## config.mk

```make
export PLATFORM = sky130hd
export DESIGN_NAME = fp_mult_pipe
export DESIGN_NICKNAME = d
export VERILOG_FILES = /design/src/rtl/fp_mult_pipe.sv
export SDC_FILE = /design/constraint.sdc
export NUM_CORES = 2
export LEC_CHECK = 0
export CAP_MARGIN = 20
export CORE_UTILIZATION = 51
export CTS_CLUSTER_DIAMETER = 120
export DETAILED_ROUTE_END_ITERATION = 12
export PLACE_DENSITY = 0.65
export SLEW_MARGIN = 40
export SYNTH_ARGS = -nofsm -noshare
export SYNTH_HDL_FRONTEND = slang
export SYNTH_SLANG_ARGS = --single-unit
```

## constraint.sdc

```tcl
create_clock -name clk -period 2.8 [get_ports clk]
set_input_delay 0.7 -clock clk [delete_from_list [all_inputs] [get_ports clk]]
set_output_delay 0.7 -clock clk [all_outputs]
set_load 0.01 [all_outputs]
```

## src/rtl/fp_mult_pipe.sv

```systemverilog
// fp_mult_pipe: multi-lane signed fixed-point multiplier with selectable rounding,
// saturate/wrap overflow handling, and a stall-together valid/ready pipeline.
module fp_mult_pipe #(
    parameter int unsigned DATA_WIDTH      = 32,
    parameter int unsigned FRACTIONAL_BITS = 24,
    parameter int unsigned LANES           = 1,
    parameter int unsigned PIPE_STAGES     = 3
) (
    input  logic                          clk,
    input  logic                          rst_n,
    input  logic                          in_valid,
    output logic                          in_ready,
    input  logic [LANES*DATA_WIDTH-1:0]   din0,
    input  logic [LANES*DATA_WIDTH-1:0]   din1,
    input  logic                          round_en,
    input  logic                          sat_en,
    output logic                          out_valid,
    input  logic                          out_ready,
    output logic [LANES*DATA_WIDTH-1:0]   dout,
    output logic [LANES-1:0]              ovf,
    input  logic                          ovf_clr,
    output logic                          ovf_sticky
);
    localparam int unsigned W   = DATA_WIDTH;
    localparam int unsigned PW2 = 2 * DATA_WIDTH;
    localparam int unsigned PW  = 2 * DATA_WIDTH + 1;
    localparam int unsigned BW  = LANES * DATA_WIDTH;
    localparam int unsigned HW  = PW - W + 1;
    localparam int unsigned RSH = (FRACTIONAL_BITS == 0) ? 0 : FRACTIONAL_BITS - 1;
    localparam logic signed [PW-1:0] RND_K = (FRACTIONAL_BITS == 0) ? '0 : (PW'(1) << RSH);
    localparam logic [W-1:0] MAX_POS = {1'b0, {(W-1){1'b1}}};
    localparam logic [W-1:0] MIN_NEG = {1'b1, {(W-1){1'b0}}};

    logic                  adv;
    logic                  s1_valid;
    logic                  s1_rnd;
    logic                  s1_sat;
    logic signed [PW2-1:0] s1_prod [LANES];
    logic signed [PW2-1:0] prod_c  [LANES];
    logic [BW-1:0]         res_c;
    logic [LANES-1:0]      ovf_c;

    logic                  v_q [2:PIPE_STAGES];
    logic [BW-1:0]         d_q [2:PIPE_STAGES];
    logic [LANES-1:0]      o_q [2:PIPE_STAGES];

    // Whole pipe advances together; a held output freezes every stage.
    assign adv      = !out_valid || out_ready;
    assign in_ready = adv;

    // Full-width signed products per lane.
    always_comb begin
        for (int i = 0; i < int'(LANES); i++) begin
            prod_c[i] = PW2'($signed(din0[i*W +: W])) * PW2'($signed(din1[i*W +: W]));
        end
    end

    // Scale, round, range-check and saturate; one guard bit keeps the rounding add from wrapping.
    always_comb begin
        logic signed [PW-1:0] ext;
        logic signed [PW-1:0] q;
        logic [HW-1:0]        hi;
        res_c = '0;
        ovf_c = '0;
        ext   = '0;
        q     = '0;
        hi    = '0;
        for (int i = 0; i < int'(LANES); i++) begin
            ext = PW'(s1_prod[i]);
            if (s1_rnd) begin
                ext = ext + RND_K;
            end
            q        = ext >>> FRACTIONAL_BITS;
            hi       = q[PW-1:W-1];
            ovf_c[i] = !((&hi) || !(|hi));
            if (ovf_c[i] && s1_sat) begin
                res_c[i*W +: W] = q[PW-1] ? MIN_NEG : MAX_POS;
            end else begin
                res_c[i*W +: W] = q[W-1:0];
            end
        end
    end

    // Stage 1 products, stage 2 results, remaining stages are pure delay.
    always_ff @(posedge clk or negedge rst_n) begin
        if (!rst_n) begin
            s1_valid <= 1'b0;
            s1_rnd   <= 1'b0;
            s1_sat   <= 1'b0;
            for (int i = 0; i < int'(LANES); i++) begin
                s1_prod[i] <= '0;
            end
            for (int k = 2; k <= int'(PIPE_STAGES); k++) begin
                v_q[k] <= 1'b0;
                d_q[k] <= '0;
                o_q[k] <= '0;
            end
        end else if (adv) begin
            s1_valid <= in_valid;
            s1_rnd   <= round_en;
            s1_sat   <= sat_en;
            for (int i = 0; i < int'(LANES); i++) begin
                s1_prod[i] <= prod_c[i];
            end
            v_q[2] <= s1_valid;
            d_q[2] <= res_c;
            o_q[2] <= ovf_c;
            for (int k = 3; k <= int'(PIPE_STAGES); k++) begin
                v_q[k] <= v_q[k-1];
                d_q[k] <= d_q[k-1];
                o_q[k] <= o_q[k-1];
            end
        end
    end

    assign out_valid = v_q[PIPE_STAGES];
    assign dout      = d_q[PIPE_STAGES];
    assign ovf       = o_q[PIPE_STAGES];

    // Sticky overflow: a delivery with overflow beats a simultaneous clear.
    always_ff @(posedge clk or negedge rst_n) begin
        if (!rst_n) begin
            ovf_sticky <= 1'b0;
        end else if (out_valid && out_ready && (|ovf)) begin
            ovf_sticky <= 1'b1;
        end else if (ovf_clr) begin
            ovf_sticky <= 1'b0;
        end
    end

endmodule

```

==> impl_results.md <==
* GRT Total Usage at 0.314
* CTS buffer count at 17
* Violated checks: negative setup slack
* Initial antenna violation count at 2
* Setup ws final at -4.55 ns
* Grt ovf at 0
* # rows at 104
* Post-layout util at 0.659
* Clock latency on the worst-skew pair at 0.42 ns
* Worst Max-Slew Pin Slew at 0.603 ns
* Avg Inst Size Synth at 9.27 sq um
* Final hold violation count at 0
* Routed via count at 32.3k
* Clock tree buffer depth at 2
* HP Class: primary input to asynchronous set/reset pin
* FF-to-FF setup slack at 0.09 ns
* WP data required at 3.10 ns
* Final ANT Viol Nets at 0
* Reg clk slew, reported paths at 0.06 ns
* Vias in the first global route at 36.0k
* Crit path time final at 7.35 ns
* Synth area leaders: fa_1 52%, inv_1 9.5%, and2_1 7.7%
* Synthesis Warnings at 0
* Drt wl/cell at 20.2 microns
* Cells after synthesis at 4483
* CP Capture Type: flop
* Crit Path Max Fanout at 7
* Crit path DAT at 7.66 ns
* Synthesized cell area at 41500 sq um
* Worst r2r src: s1_prod[28]
* TritonCTS clock tree: built
* Slew margin rel. at 0.598
* #FFs+latches synth at 113
* H-tree depth at 4
* Max-Cap Viols at 0
* Area of the core at 80500 sq um
* Final period util at 2.63
* Initial DRC count at 2015
* Synth Net Count at 5816
* Fill cell count at 6186
* GR Util met2 at 0.545
* RePlAce Congestion at 0.890
* Main flop type after synthesis: dfrtp_1
* First-pass iteration count of the detailed router at 5
* I/O Pins at 107
* Leading area contributor after synthesis: fa_1
* CTS hold repair buffers at 0
* DP Wirelength at 89400 microns
* Netlist cell types at 71
* GR Util met3 at 0.0487
* Most used routing layer: met2
* Fmax achieved at 136 MHz
* Setup WS pre-CTS at -5.47 ns
* PortBufs at 106
* Post-synthesis async set-or-reset flop share at 1.00
* First-pass GRT wire length at 198000 microns
* Vias per cell at 5.28
* Proportion of netlist area held by the largest area contributor at 0.521
* Reg-to-reg endpoint: d_q[63]
* Count of flip-flops with a built-in enable after synthesis at 0
* Largest net degree at the start of global routing at 117
* Top cells by count, synth: 1081 x fa_1, 1048 x inv_1, 671 x nand2_1
* Die footprint at 82600 sq um
* Area of the multi-input gates at 35500 sq um
* Layout cell share with drive strength beyond 1 at 0.244
* RSZ-0062 raised after global routing: true
* FF+latch area at 2830 sq um
* Drt drc at 0
* Critical path class: primary input to flop
* Die X at 287 microns
* Worst Skew at 0.00931 ns
* Seq/Total Area, Yosys at 0.0681
* Clk sink count at 113
* Setup violators final at 41
* GR Layer Usage met1 at 0.386
* Height of the die at 287 microns
* Routed wire length at 124000 microns
* Final nets at 6365
* Status: finished, violations left
* Fin. max-slew vios at 0
* Area Overhead vs Synth at 27.8%
* Reg2Reg Depth at 10
* Initial Util at 0.516
* Count leader, synth: fa_1
* Fin Setup TNS at -176.93 ns
* CTS Root Cell: clkbuf_16
* Worst setup SP type: primary input
-- flip-flops by register name, summed over array words and instances, names as in the netlist --
signal and cells:
s1_prod 41, d_q 32, dout 32, o_q 1
out_valid 1, ovf 1, ovf_sticky 1, s1_rnd 1
s1_sat 1, s1_valid 1, v_q 1
-- through the flow --
stage | hold slack (ns) | cells | cell area, sq um
floorplan | 0.404 | 4483 | 42200
global placement | 0.448 | 5861 | 47900
detailed placement | 0.455 | 5861 | 47900
CTS | 0.308 | 6068 | 52300
global route | 0.328 | 6106 | 53100
finish | 0.286 | 6107 | 53100
-- worst max-delay path by stage --
stage,from,to,slack [ns],cells past startpoint
finish,din0[23],s1_prod[54],-4.55,22
global route,din0[11],s1_prod[63],-4.68,30
CTS,din0[11],s1_prod[63],-4.48,27
detailed placement,din1[16],s1_prod[63],-5.47,26
global placement,din1[17],s1_prod[63],-5.42,27
floorplan,din0[31],s1_prod[61],-4.69,23
-- final cells by class --
type                    instances  area share
multi-input cells            3056       0.669
repair buffers                796       0.168
inverters                    1048      0.0744
flip-flops and latches        113      0.0533
well taps                    1060      0.0250
clock buffers                  17     0.00802
clock inverters                15     0.00255
diodes                          2   0.0000943
-- cell families (layout without fill, tap and decap cells) --
group	count (synthesis)	count (layout)	synth area share
flops	113	113	0.0681
simple gates	1445	1445	0.171
compound gates	268	268	0.0454
buf+inv	1314	1876	0.123
other cells	0	2	0
fa+ha+maj	1262	1262	0.576
xor+xnor	77	77	0.0162
mux	4	4	0.000964
-- routing by layer --
| metal | part of all wire | routed length, microns |
|---|---|---|
| met1 | 0.37 | 45700 |
| met3 | 0.074 | 9160 |
| met2 | 0.50 | 62000 |
| met5 | 0 | 0 |
| met4 | 0.054 | 6640 |
-- cell usage in the layout (no fill, tap or decap), drive strengths merged, types with 4 or more instances in the layout --
cell type	netlist	final
clkdlybuf4s50	0	41
o31ai	6	6
nor3	22	22
ha	181	181
nor3b	4	4
nand4b	4	4
clkbuf	221	30
and3	16	16
and2	515	515
nand2b	11	11
a31o	4	4
a31oi	10	10
buf	45	704
dlygate4sd2	0	5
o21bai	6	6
a21oi	87	87
dfrtp	113	113
nand4	24	24
nand3	28	28
a21o	26	26
clkinv	0	6
xor2	43	43
a211oi	38	38
inv	1048	1049
xnor2	34	34
o21a	4	4
clkinvlp	0	7
nor2	120	120
nor2b	6	6
nand2	672	672
mux2i	4	4
o21ai	49	49
fa	1081	1081
o211ai	5	5
bufbuf	0	30
and4	6	6
nor4	8	8
-- critical path: stages --
cell	delay (ns)
buf_4	0.15
bufbuf_16	0.30
nand2_1	0.08
fa_1	0.49
fa_1	0.54
fa_2	0.49
fa_1	0.57
inv_2	0.04
fa_1	0.51
fa_1	0.54
fa_2	0.64
fa_2	0.49
ha_4	0.30
and3_4	0.20
buf_6	0.09
nand2_2	0.05
or3_1	0.35
o2111a_2	0.18
o21a_1	0.19
a311o_1	0.37
buf_4	0.15
a31o_2	0.22
-- timing repair --
action / 4_1_cts / 5_1_grt
cloned: 46 / 5
resized for setup: 677 / 137
endpoints found under the setup margin: 42 / 73
endpoints found under the hold margin: 0 / 0
pin swaps: 317 / 209
buffers inserted: 129 / 35
Power is not shown: default switching activity piles up to over one toggle a cycle in this logic, so the estimate is an artifact.
